`src/rtl/approx_err_pkg.sv`:
```
// Shared state encoding and width helpers for the approximate-multiplier error monitor.
package approx_err_pkg;

    typedef enum logic [2:0] {IDLE, RUN, DRAIN, DONE, HOLD} state_t;

    function automatic int prod_w(input int width);
        return 2 * width;
    endfunction

    function automatic int sum_w(input int width, input int log2_samples);
        return 2 * width + log2_samples;
    endfunction

    function automatic int cnt_w(input int log2_samples);
        return log2_samples + 1;
    endfunction

    function automatic int sq_w(input int width, input int log2_samples);
        return 4 * width + log2_samples;
    endfunction

endpackage

```
`src/rtl/approx_err_pipe.sv`:
```
// Two-stage exact-product / error-distance pipeline with valid bits.
// The squared error is registered alongside ed only when APPROX_ERR_SQ_EN is defined.
module approx_err_pipe
    import approx_err_pkg::*;
#(
    parameter  int WIDTH = 8,
    localparam int PW    = prod_w(WIDTH)
) (
    input  logic            clk,
    input  logic            rst_n,
    input  logic            in_fire,
    input  logic [WIDTH-1:0] x,
    input  logic [WIDTH-1:0] y,
    input  logic [PW-1:0]   z_approx,
    output logic            s1_valid,
    output logic            s2_valid,
`ifdef APPROX_ERR_SQ_EN
    output logic [2*PW-1:0] ed_sq,
`endif
    output logic [PW-1:0]   ed
);

    logic          s1_valid_reg, s2_valid_reg;
    logic [PW-1:0] exact_reg, za_reg, ed_reg, ed_next;

    // Subtract in whichever direction keeps the result non-negative.
    assign ed_next = (exact_reg >= za_reg) ? (exact_reg - za_reg) : (za_reg - exact_reg);

    always_ff @(posedge clk or negedge rst_n) begin
        if (!rst_n) begin
            s1_valid_reg <= 1'b0;
            s2_valid_reg <= 1'b0;
            exact_reg    <= '0;
            za_reg       <= '0;
            ed_reg       <= '0;
        end else begin
            s1_valid_reg <= in_fire;
            s2_valid_reg <= s1_valid_reg;
            if (in_fire) begin
                exact_reg <= PW'(x) * PW'(y);
                za_reg    <= z_approx;
            end
            if (s1_valid_reg)
                ed_reg <= ed_next;
        end
    end

`ifdef APPROX_ERR_SQ_EN
    logic [2*PW-1:0] ed_sq_reg;

    always_ff @(posedge clk or negedge rst_n) begin
        if (!rst_n)
            ed_sq_reg <= '0;
        else if (s1_valid_reg)
            ed_sq_reg <= (2*PW)'(ed_next) * (2*PW)'(ed_next);
    end

    assign ed_sq = ed_sq_reg;
`endif

    assign s1_valid = s1_valid_reg;
    assign s2_valid = s2_valid_reg;
    assign ed       = ed_reg;

endmodule

```
`src/rtl/approx_err_monitor.sv`:
```
// Windowed error-distance statistics (sum, max, nonzero count) for approximate multipliers.
// Define APPROX_ERR_SQ_EN to also accumulate the squared error into sq_err_sum.
module approx_err_monitor
    import approx_err_pkg::*;
#(
    parameter  int WIDTH        = 8,
    parameter  int LOG2_SAMPLES = 8,
    localparam int PW           = prod_w(WIDTH),
    localparam int SW           = sum_w(WIDTH, LOG2_SAMPLES),
    localparam int CW           = cnt_w(LOG2_SAMPLES),
    localparam int QW           = sq_w(WIDTH, LOG2_SAMPLES)
) (
    input  logic             clk,
    input  logic             rst_n,
    input  logic             start,
    input  logic             in_valid,
    output logic             in_ready,
    input  logic [WIDTH-1:0] x,
    input  logic [WIDTH-1:0] y,
    input  logic [PW-1:0]    z_approx,
    output logic             busy,
    output logic             done,
    output logic [SW-1:0]    err_sum,
    output logic [PW-1:0]    err_max,
    output logic [CW-1:0]    err_cnt,
    output logic [QW-1:0]    sq_err_sum
);

    localparam int NSAMP = 2 ** LOG2_SAMPLES;

    state_t        state_reg, state_next;
    logic [CW-1:0] accepted_reg;
    logic [SW-1:0] sum_reg;
    logic [PW-1:0] max_reg;
    logic [CW-1:0] nz_cnt_reg;
    logic          accept, clear, last_sample;
    logic          s1_valid, s2_valid;
    logic [PW-1:0] ed;

    assign in_ready    = (state_reg == RUN) && (accepted_reg < CW'(NSAMP));
    assign accept      = in_valid && in_ready;
    assign last_sample = (accepted_reg == CW'(NSAMP - 1));
    assign clear       = start && ((state_reg == IDLE) || (state_reg == HOLD));

`ifdef APPROX_ERR_SQ_EN
    logic [2*PW-1:0] ed_sq;
`endif

    approx_err_pipe #(.WIDTH(WIDTH)) u_pipe (
        .clk      (clk),
        .rst_n    (rst_n),
        .in_fire  (accept),
        .x        (x),
        .y        (y),
        .z_approx (z_approx),
        .s1_valid (s1_valid),
        .s2_valid (s2_valid),
`ifdef APPROX_ERR_SQ_EN
        .ed_sq    (ed_sq),
`endif
        .ed       (ed)
    );

    always_ff @(posedge clk or negedge rst_n) begin
        if (!rst_n)
            state_reg <= IDLE;
        else
            state_reg <= state_next;
    end

    always_comb begin
        state_next = state_reg;
        case (state_reg)
            IDLE, HOLD: if (start) state_next = RUN;
            RUN:        if (accept && last_sample) state_next = DRAIN;
            DRAIN:      if (!s1_valid && !s2_valid) state_next = DONE;
            DONE:       state_next = HOLD;
            default:    state_next = IDLE;
        endcase
    end

    always_ff @(posedge clk or negedge rst_n) begin
        if (!rst_n) begin
            accepted_reg <= '0;
            sum_reg      <= '0;
            max_reg      <= '0;
            nz_cnt_reg   <= '0;
        end else if (clear) begin
            accepted_reg <= '0;
            sum_reg      <= '0;
            max_reg      <= '0;
            nz_cnt_reg   <= '0;
        end else begin
            if (accept)
                accepted_reg <= accepted_reg + CW'(1);
            if (s2_valid) begin
                sum_reg    <= sum_reg + SW'(ed);
                nz_cnt_reg <= nz_cnt_reg + CW'(ed != '0);
                if (ed > max_reg)
                    max_reg <= ed;
            end
        end
    end

`ifdef APPROX_ERR_SQ_EN
    logic [QW-1:0] sq_reg;

    always_ff @(posedge clk or negedge rst_n) begin
        if (!rst_n)
            sq_reg <= '0;
        else if (clear)
            sq_reg <= '0;
        else if (s2_valid)
            sq_reg <= sq_reg + QW'(ed_sq);
    end

    assign sq_err_sum = sq_reg;
`else
    assign sq_err_sum = '0;
`endif

    assign busy    = (state_reg == RUN) || (state_reg == DRAIN);
    assign done    = (state_reg == DONE);
    assign err_sum = sum_reg;
    assign err_max = max_reg;
    assign err_cnt = nz_cnt_reg;

endmodule

```
`config.mk`:
```
export PLATFORM = sky130hd
export DESIGN_NAME = approx_err_monitor
export DESIGN_NICKNAME = d
export VERILOG_FILES = /design/src/rtl/approx_err_pkg.sv /design/src/rtl/approx_err_pipe.sv /design/src/rtl/approx_err_monitor.sv
export SDC_FILE = /design/constraint.sdc
export NUM_CORES = 1
export LEC_CHECK = 0
export ABC_AREA = 1
export BUFFER_PORTS_ARGS = -buffer_cell sky130_fd_sc_hd__buf_2
export CORE_MARGIN = 3
export CORE_UTILIZATION = 60
export CTS_CLUSTER_DIAMETER = 40
export DETAILED_ROUTE_END_ITERATION = 10
export PLACE_DENSITY = 0.82
export SKIP_LAST_GASP = 1
export SLEW_MARGIN = 20
export SYNTH_ARGS = -nofsm -noshare
export SYNTH_HDL_FRONTEND = slang
export SYNTH_SLANG_ARGS = --single-unit
```
`constraint.sdc`:
```
create_clock -name clk -period 2.3 [get_ports clk]
set_input_delay 0.23 -clock clk [delete_from_list [all_inputs] [get_ports clk]]
set_output_delay 0.23 -clock clk [all_outputs]
set_load 0.05 [all_outputs]
```
==> metrics, run 1 <==
Final min period 3.250 ns; floorplan die height roughly 140 µm; kind of end point of the critical path flop; Final Hold Violating Endpoints 0; Avg Inst Size Synth around 7 µm²; total core area 0.01688 mm²; endpoint of the worst hold path u_pipe.za_reg[5]; Post-synth EDFFs 0; number of nets with antenna violations after routing 0; clock-pin slew reported for the worst setup and hold paths after clock tree synthesis ~0.08 ns; Worst path most repeated cell fa_1; sum of net half-perimeters after detailed placement just over 20 mm; highest ir drop seen on vdd 870.2 µV; Clock Path Buffers 2; R2R Setup Slk 0.17 ns; unrepaired setup endpoints after global routing yes; non-filler instance count after layout roughly 1900; maximum number of pins on one net before global-route repair 57; global-route wire length before repair 43.97 mm; Worst Min Path Start z_approx[5]; final setup TNS -9.173 ns; warnings from Yosys 0; RD Place Congestion roughly 0.95; share of cells above drive strength 1 18.17%; Post-synth ARST share 100.0%; standby leakage power between 7 and 8 nW; Setup Slack @ Placement -1.375 ns; top-count cell post-synth nand2_1; Buf+Inv Stages, Crit Path 4; average wire length per cell after detail routing roughly 14 µm; Pre-Repair DR Iteration Count 6; RR Startpoint u_pipe.za_reg[6]; number of distinct library cells after synthesis 44; FMAX about 300 MHz; grt ovf 0; Initial Util between 60 and 70%; total via count in the routed design between 9000 and 10000; diode count 0; initial antenna violation count 0; CP Max Fanout 6; count of unresolved DRC violations after routing 0; Die W 138.3 µm; cell with the biggest individual delay on the critical path fa_1; worst-case setup margin in the final layout -0.9498 ns; most instantiated flip-flop cell in the synthesis netlist dfrtp_1; cell type with the highest aggregate area in the netlist dfrtp_1; reg2reg path depth 14; skew final 0.01339 ns; Port Buffer Count 87; worst hold-check slack about 0.070 ns; crit share post-route 141.3%; crit path launch type input pin; worst-margin pin slew 0.7325 ns; vias in the first global route between 9000 and 10000; status finished, violations left; number of top-level pins between 100 and 150; kind of cell adding the most delay to the critical path adder cells; final wirelength 26.75 mm; post-synthesis cell area approximately 0.010 mm²; total of endpoints with negative setup slack in the final report 12; failing checks negative setup slack; cells after synthesis 1511; overall power approximately 18 mW; die area between 0.015 and 0.02 mm²; share of synthesized area occupied by flip-flops and latches about a quarter; final slew viol count 0; TritonCTS sink count between 100 and 150; max-slew headroom at the worst pin between 50% and 60%; Worst Setup Path Type input pin to flop; number of CTS-inserted buffers 9; Cells on Worst Hold Path 3; Critical Path AT between 3 and 4 ns; area share of the largest cell type after synthesis about a quarter; longest individual stage delay on the worst path 0.56 ns; Core Rows 47; count of state elements after synthesis ~110; worst hold-check path type input pin to flop; power density over cell area around 1500 mW/mm²; leading cell types by total area after synthesis dfrtp_1, nand2_1, ha_1; required time at the endpoint of the critical path ~2.5 ns; TritonCTS clock tree yes; Syn-to-layout area delta 17.24%; initial detailed-routing violation count 769; cell chain of the critical path buf_8 -> nand2_2 -> inv_2 -> fa_1 -> fa_1 -> fa_1 -> inv_1 -> fa_1 -> inv_2 -> ha_4 -> nand2_4 -> nor3_4 -> nand3_2 -> nand3_2 -> nand2_1 -> nand3_2 -> o21ai_2; end of the worst register-to-register path u_pipe.ed[1]; via count normalized by instance count roughly 5.3; Inst Count DP about 1800; Largest register FFs 24; clk root buf clkbuf_16; latest clock arrival within the worst-skew pair around 0.36 ns; synth cell count leaders nand2_1, inv_1, dfrtp_1; overall fraction of global-route tracks in use a little over a quarter; nets@finish 1813; max_cap viols 0; number of levels the H-tree was split into 3
==> worst max path at each step <==
stage / to / startpoint / cells past startpoint / slack (ns)
after floorplan: u_pipe.exact_reg[10] / x[2] / 17 / -1.16
after global placement: u_pipe.exact_reg[10] / y[5] / 17 / -1.33
after detailed placement: u_pipe.exact_reg[10] / y[5] / 17 / -1.37
after CTS: u_pipe.exact_reg[13] / x[6] / 17 / -0.91
after global routing: u_pipe.exact_reg[13] / x[6] / 17 / -1.06
final: u_pipe.exact_reg[13] / x[3] / 17 / -0.95
==> cells by family after synthesis <==
| logic type | Yosys count | synth area share (%) |
|---|---|---|
| flip-flops | 111 | 26.47 |
| AO/OA/AOI/OAI | 177 | 9.096 |
| AND/OR/NAND/NOR | 706 | 28.49 |
| buffers and inverters | 354 | 14.52 |
| other | 1 | 0.03573 |
| adder cells (fa/ha/maj) | 142 | 19.72 |
| XOR/XNOR | 20 | 1.669 |
==> layer usage <==
metal / global-route usage [%] / vias to the layer above / part of all wire [%]
met5: 0 / - / 0
met4: 7.436 / 0 / 2.0
met2: 46.27 / 319 / 49
met3: 4.593 / 47 / 5.8
met1: 36.57 / 4533 / 43
li1: - / 4911 / -
==> where the power goes <==
part           switching [mW]  internal [mW]
Sequential              0.735           2.61
Clock                   0.771          0.788
Combinational            8.43           4.76
==> through the flow <==
step | instance area, µm² | utilization [%]
CTS | 12120 | 71.81
detailed placement | 11530 | 68.30
finish | 12300 | 72.90
global route | 12300 | 72.90
floorplan | 10960 | -
global placement | 11530 | 68.30
==> worst min-delay path, cell delays in order <==
cell and delay, ns:
buf_2 0.07, nand2_1 0.04, o21ai_0 0.06
==> area by class of cell <==
cell class | count | area (µm²)
clock inverter | 5 | 46.29
timing repair buffer | 161 | 1159
clock buffer | 11 | 242.7
sequential | 111 | 2778
tap | 220 | 275.3
inverter | 267 | 1007
multi-input combinational | 1085 | 6797
fill | 1322 | 4573
==> cells in the final DEF, fill, tap and decap left out, drive strengths merged, types with 7 or more instances in the layout <==
cell | netlist | layout
nor4 | 7 | 7
fa | 39 | 39
ha | 103 | 103
o21ai | 78 | 78
inv | 266 | 270
nand4 | 31 | 31
a21oi | 78 | 78
conb | 1 | 40
dfrtp | 111 | 111
nand3 | 89 | 89
nor2 | 76 | 76
buf | 65 | 160
clkbuf | 22 | 11
xor2 | 17 | 17
nand2 | 479 | 479
nor3 | 19 | 19
==> repair_timing <==
| item | CTS | global route |
|---|---|---|
| gates resized for setup | 80 | 31 |
| hold buffers | 1 | 0 |
| endpoints found under the hold margin | 30 | 0 |
| endpoints found under the setup margin | 12 | 30 |
| setup buffers | 5 | 1 |
| pin swaps | 49 | 31 |
(Power assumes the default switching activity.)
==> inputs of run 2 (changes only) <==
--- a/config.mk
+++ b/config.mk
@@ -5,13 +5,12 @@
 export SDC_FILE = /design/constraint.sdc
 export NUM_CORES = 1
 export LEC_CHECK = 0
-export ABC_AREA = 1
 export BUFFER_PORTS_ARGS = -buffer_cell sky130_fd_sc_hd__buf_2
 export CORE_MARGIN = 3
 export CORE_UTILIZATION = 60
 export CTS_CLUSTER_DIAMETER = 40
 export DETAILED_ROUTE_END_ITERATION = 10
-export PLACE_DENSITY = 0.82
+export PLACE_DENSITY = 0.83
 export SKIP_LAST_GASP = 1
 export SLEW_MARGIN = 20
 export SYNTH_ARGS = -nofsm -noshare
==> run 2 against run 1 <==
The run still ends with negative setup slack left. Synthesized cell count shrank 27%. Hold slack worse by 0.0060 ns. Critical path depth grew 1. Sequential cell count did not move. Global-route usage increased by 4.3 points. Power grew 22%. Clock power rose by 6%. Area after synthesis is 9.2% lower. Critical path type unchanged.
==> metrics, run 2 <==
status finished, violations left; failing checks negative setup slack; internal power summed over all cells approximately 11 mW; non-filler instance count after layout ~1600; Inst Count DP 1558; Die W around 130 µm; total of endpoints with negative setup slack in the final report a little under 60; final slew viol count 0; leading cell type in the layout, fill and taps excluded buf_4; Post-synth ARST share 100.0%; crit path launch type input pin; FILL cells 700; R2R Setup Slk -0.84 ns; skew final around 0.012 ns; Setup Slack @ Placement -1.701 ns; RR Startpoint u_pipe.exact_reg[0]; initial detailed-routing violation count 1186; leading cell types by total area after synthesis dfrtp_1, ha_1, fa_1; synth cell count leaders dfrtp_1, inv_1, ha_1; standby leakage power about 6.5 nW; max_cap viols 0; area occupied by multi-input gates between 0.007 and 0.008 mm²; vias in the first global route approximately 9500; worst-case setup margin in the final layout -1.328 ns; worst hold-check slack about 0.064 ns; final design instance area without fill about 0.013 mm²; FMAX 275.7 MHz; kind of end point of the critical path flop; Avg Inst Size Synth around 8.7 µm²; nets@finish between 1500 and 2000; number of nets with antenna violations after routing 0; max-slew headroom at the worst pin 40.51%; share of cells above drive strength 1 around two fifths; maximum number of pins on one net before global-route repair 59; cells after synthesis between 1000 and 1500; clock-pin slew reported for the worst setup and hold paths after clock tree synthesis around 0.080 ns; overall fraction of global-route tracks in use approximately a third; Pre-Repair DR Iteration Count 7; warnings from Yosys 0; post-synthesis cell area between 0.009 and 0.01 mm²; latest clock arrival within the worst-skew pair roughly 0.37 ns; power density over cell area roughly 1600 mW/mm²; area share of the largest cell type after synthesis approximately 29%; worst setup path startpoint y[5]; Port Buffer Count 87; initial antenna violation count 0; Clock Path Buffers 2; cell type with the highest aggregate area in the netlist dfrtp_1; crit share post-route 157.7%; number of levels the H-tree was split into 3; count of state elements after synthesis between 100 and 150; highest ir drop seen on vdd 880.4 µV; worst-margin pin slew ~0.89 ns; sum of net half-perimeters after detailed placement about 19 mm; switch share 50.71%; reg2reg path depth 12; Worst Min Path Start z_approx[0]; Post-synth EDFFs 0; Final min period around 3.6 ns; count of unresolved DRC violations after routing 0; RD Place Congestion roughly 0.90; Final Hold Violating Endpoints 0; final core utilization between 80 and 90%; worst hold-check path type input pin to flop; end of the worst register-to-register path u_pipe.ed[14]; final wirelength around 34 mm; TritonCTS clock tree yes; Largest register FFs 24; net switching power figure about 11 mW; required time at the endpoint of the critical path around 2.6 ns; number of top-level pins about 130; via count normalized by instance count between 6 and 7; sequential fraction of design power roughly 16%; Syn-to-layout area delta 40.60%; TritonCTS sink count 111; total via count in the routed design 10120; grt ovf 0; area used by sequential logic in the layout 0.002801 mm²; top-count cell post-synth dfrtp_1; diode count 0; CP Max Fanout 3; overall power 22.05 mW; Initial Util between 60 and 70%; DP Area between 0.01 and 0.015 mm²; Worst Setup Path Type input pin to flop; clk root buf clkbuf_16; number of CTS-inserted buffers 9; share of synthesized area occupied by flip-flops and latches between 20% and 30%; final setup TNS -29.99 ns; die area roughly 0.017 mm²; share of power burned in the clock network 7.5%; floorplan die height roughly 130 µm; most instantiated flip-flop cell in the synthesis netlist dfrtp_1; number of distinct library cells after synthesis between 60 and 70; global-route wire length before repair about 46 mm; commonest cells after routing, fill and taps aside buf_4, inv_1, dfrtp_1; unrepaired setup endpoints after global routing yes; Worst setup endpoint u_pipe.exact_reg[15]; Comb power frac 76.6%; total core area 0.01537 mm²; Core Rows 45; Critical Path AT just under 4 ns; average wire length per cell after detail routing roughly 21 µm; Cells on Worst Hold Path 3
[run 2: cell count changes after synthesis, sizes merged, moves of 10 or more]
cell    delta
mux2i     +16
a211oi    +10
nand3     -57
nand4     -21
a21oi     +10
inv      -155
buf       -16
and2      +54
xnor2     +18
a21o      +21
nand2    -388
[run 2: logic make-up after synthesis]
logic type                 synth area share, %
and+or+nand+nor                          17.54
AOI/OAI and AO/OA                        16.42
buffers and inverters                    9.084
adders and majority gates                21.71
DFF                                      29.14
xor gates and xnor gates                 3.951
muxes                                    2.113
other                                  0.03934
[run 2: metal layers]
layer	vias to the layer above	GRT usage, %	share of wire [%]
li1	4301	-	-
met1	4784	35.77	34
met2	766	57.24	50
met3	268	3.779	8.1
met4	0	18.55	7.6
met5	-	0	0
[run 2: final cells by class]
type	count	share of cell area [%]
inverter	113	3.165
clock inverter	7	0.5882
tap	211	1.970
timing repair buffer	321	18.38
multi-input combinational	843	53.31
sequential	111	20.90
clock buffer	9	1.681
[run 2: power groups by stage]
stage          Clock (mW)  Sequential [mW]  Combinational (mW)
2_1_floorplan           0             4.48                7.15
3_3_place_gp            0             3.36                11.9
3_5_place_dp            0             3.40                12.3
4_1_cts              1.61             3.37                13.8
5_1_grt              1.71             3.56                17.7
6_report             1.65             3.51                16.9
[run 2: worst max-delay path: stages]
cell and delay, ns:
buf_8 0.10, buf_4 0.14, nand2_4 0.08, fa_1 0.46, fa_1 0.55, inv_2 0.05
fa_1 0.51, inv_2 0.04, fa_2 0.52, inv_2 0.04, ha_4 0.29, o21ai_4 0.06
a21oi_2 0.18, a41oi_2 0.15, buf_4 0.17, a21oi_4 0.11, xnor2_1 0.12, o21ai_1 0.08
[run 2: repair_timing]
| action | CTS | global route |
|---|---|---|
| resized for setup | 116 | 124 |
| setup buffers | 23 | 22 |
| cloned | 1 | 0 |
| hold buffers | 1 | 0 |
| setup endpoints to repair | 54 | 58 |
| pin swaps | 67 | 101 |
| endpoints found under the hold margin | 34 | 0 |
[run 2: worst min-delay path by stage]
stage	to	slack [ns]
final	u_pipe.za_reg[0]	0.06
after detailed placement	err_max[1]	0.22
after global placement	err_max[0]	0.22
after CTS	u_pipe.za_reg[0]	0.07
after floorplan	accepted_reg[0]	-0.07
after global routing	u_pipe.za_reg[0]	0.08
==> inputs of run 3 (changes only) <==
--- a/config.mk
+++ b/config.mk
@@ -5,12 +5,14 @@
 export SDC_FILE = /design/constraint.sdc
 export NUM_CORES = 1
 export LEC_CHECK = 0
-export BUFFER_PORTS_ARGS = -buffer_cell sky130_fd_sc_hd__buf_2
+export CELL_PAD_IN_SITES_DETAIL_PLACEMENT = 0
+export CELL_PAD_IN_SITES_GLOBAL_PLACEMENT = 1
 export CORE_MARGIN = 3
-export CORE_UTILIZATION = 60
+export CORE_UTILIZATION = 50
 export CTS_CLUSTER_DIAMETER = 40
 export DETAILED_ROUTE_END_ITERATION = 10
-export PLACE_DENSITY = 0.83
+export DONT_BUFFER_PORTS = 1
+export PLACE_DENSITY_LB_ADDON = 0.1
 export SKIP_LAST_GASP = 1
 export SLEW_MARGIN = 20
 export SYNTH_ARGS = -nofsm -noshare
==> constraint.sdc (replaced) <==
create_clock -name clk -period 3.4 [get_ports clk]
set_input_delay 0.34 -clock clk [delete_from_list [all_inputs] [get_ports clk]]
set_output_delay 0.34 -clock clk [all_outputs]
set_load 0.05 [all_outputs]
==> run 3 against run 2 <==
The run still ends with negative setup slack left. Non-clock buffer count is 268 lower. Die area is 19% higher. Critical path depth is 3 lower. Clock power is 36% lower. Worst setup slack better by 1.2 ns. Count of clock-buffer cells in the layout stayed put. Cell count is 15% lower. Sequential power is 19% lower. Sequential cell count stayed put. Combinational power is 63% lower. Via count is 26% lower. Critical path type unchanged.
==> metrics, run 3 (same netlist as run 2, synthesis figures left out) <==
clock-pin slew reported for the worst setup and hold paths after clock tree synthesis 0.08 ns; kind of end point of the critical path flop; status finished, violations left; leading cell type in the layout, fill and taps excluded dfrtp_1; diode count 0; met2 Resource Use GR between 30% and 40%; number of levels the H-tree was split into 3; highest ir drop seen on vdd between 300 and 400 µV; Critical Path AT about 3.7 ns; floorplan die height 144.1 µm; total core area 0.01833 mm²; longest individual stage delay on the worst path between 0.5 and 0.6 ns; failing checks negative setup slack; latest clock arrival within the worst-skew pair approximately 0.37 ns; average wire length per cell after detail routing 15.94 µm; worst-margin pin slew 0.7309 ns; global routing met1 resource utilization 29.75%; number of CTS-inserted buffers 9; Clock Path Buffers 2; RD Place Congestion approximately 0.88; Die W 144.1 µm; TritonCTS sink count roughly 110; Worst path most repeated cell fa_1; via count normalized by instance count ~5.5; commonest cells after routing, fill and taps aside dfrtp_1, inv_1, ha_1; total of endpoints with negative setup slack in the final report 4; global-route wire length before repair around 36 mm; unrepaired setup endpoints after global routing yes; sum of net half-perimeters after detailed placement ~17 mm; Pre-Repair DR Iteration Count 4; Port Buffer Count 0; overall fraction of global-route tracks in use roughly 21%; CP Max Fanout 8; count of unresolved DRC violations after routing 0; initial detailed-routing violation count ~360; worst hold-check path type input pin to flop; initial antenna violation count 0; Largest register FFs 24; power density over cell area a little under 1000 mW/mm²; gr busiest metal met2; non-filler instance count after layout 1365; Core Rows 49; nets@finish 1309; final slew viol count 0; share of cells above drive strength 1 around 10%; Final Hold Violating Endpoints 0; number of nets with antenna violations after routing 0; vias in the first global route between 7000 and 8000; Initial Util between 50% and 60%; maximum number of pins on one net before global-route repair approximately 110; skew final 0.01663 ns; Final min period 3.496 ns; cell chain of the critical path and2_4 -> fa_1 -> fa_1 -> fa_1 -> inv_1 -> fa_1 -> inv_2 -> ha_4 -> or2_4 -> a21oi_2 -> a21oi_2 -> a41oi_2 -> nor2b_4 -> xor2_1 -> o21ai_1; Worst Setup Path Type input pin to flop; total via count in the routed design approximately 7400; crit path launch type input pin; Syn-to-layout area delta 9.268%; TritonCTS clock tree yes; max-slew headroom at the worst pin 51.27%; worst hold-check slack between 0.09 and 0.1 ns; standby leakage power just over 5 nW; FMAX ~290 MHz; required time at the endpoint of the critical path 3.64 ns; clk root buf clkbuf_16; cell with the biggest individual delay on the critical path fa_1; max_cap viols 0; crit share post-route 102.8%; grt ovf 0; met3 usage in global routing ~3.4%; final wirelength 21.76 mm; die area roughly 0.021 mm²; worst-case setup margin in the final layout -0.09647 ns; Inst Count DP 1344; number of top-level pins 128; final core utilization 56.82%
run 3: per-layer routing:
metal | part of all wire, % | wire length (µm)
met4 | 0.97 | 211
met3 | 4.4 | 956
met5 | 0 | 0
met2 | 47 | 10190
met1 | 48 | 10410
run 3: worst paths after layout:
check,from,to,slack [ns],depth (start not counted)
worst max-delay path,x[3],u_pipe.exact_reg[13],-0.1,15
worst min-delay path,z_approx[1],u_pipe.za_reg[1],0.09,2
worst max register to register,u_pipe.za_reg[0],u_pipe.ed[14],0.19,11
worst min register to register,u_pipe.exact_reg[15],u_pipe.exact_reg[15],0.50,2
max in group asynchronous,rst_n,u_pipe.za_reg[1],2.37,2
min in group asynchronous,rst_n,err_sum[2],0.51,2
run 3: layout make-up:
class                   instances  area (µm²)
clock buffers                   9       225.2
clock inverters                 7       65.06
fillers                      1675        7916
inverters                     113       424.2
multi-input cells             843        6212
flip-flops and latches        111        2778
well taps                     229       286.5
repair buffers                 53       424.2
run 3: power by group:
group / total, mW / switching [mW] / internal, mW
sequential: 2.84 / 1.05 / 1.79
combinational: 6.28 / 3.56 / 2.71
clock: 1.05 / 0.540 / 0.514
total: 10.2 / 5.16 / 5.01
run 3: critical path: cells and delay by family:
family / cells / cell delay [ns]
xor+xnor: 1 / 0.15
simple gates: 3 / 0.55
compound gates: 4 / 0.44
fa+ha+maj: 5 / 2.18
buf+inv: 2 / 0.08
run 3: metrics by stage:
stage | area, µm² | total power [mW] | worst slack, ns | setup TNS, ns
floorplan | 9776 | 7.487 | -0.3369 | -1.811
global placement | 9991 | 8.954 | -0.4469 | -3.089
detailed placement | 9991 | 9.014 | -0.4942 | -3.450
CTS | 10330 | 10.15 | -0.1063 | -0.2796
global route | 10420 | 11.14 | -0.1990 | -0.8930
finish | 10420 | 10.17 | -0.09647 | -0.2250
run 3: repair_timing:
action / in CTS / in global routing
setup buffers: 1 / 2
pin swaps: 4 / 7
hold buffers: 2 / 0
gates resized for setup: 3 / 15
endpoints found under the setup margin: 5 / 8
endpoints found under the hold margin: 111 / 0
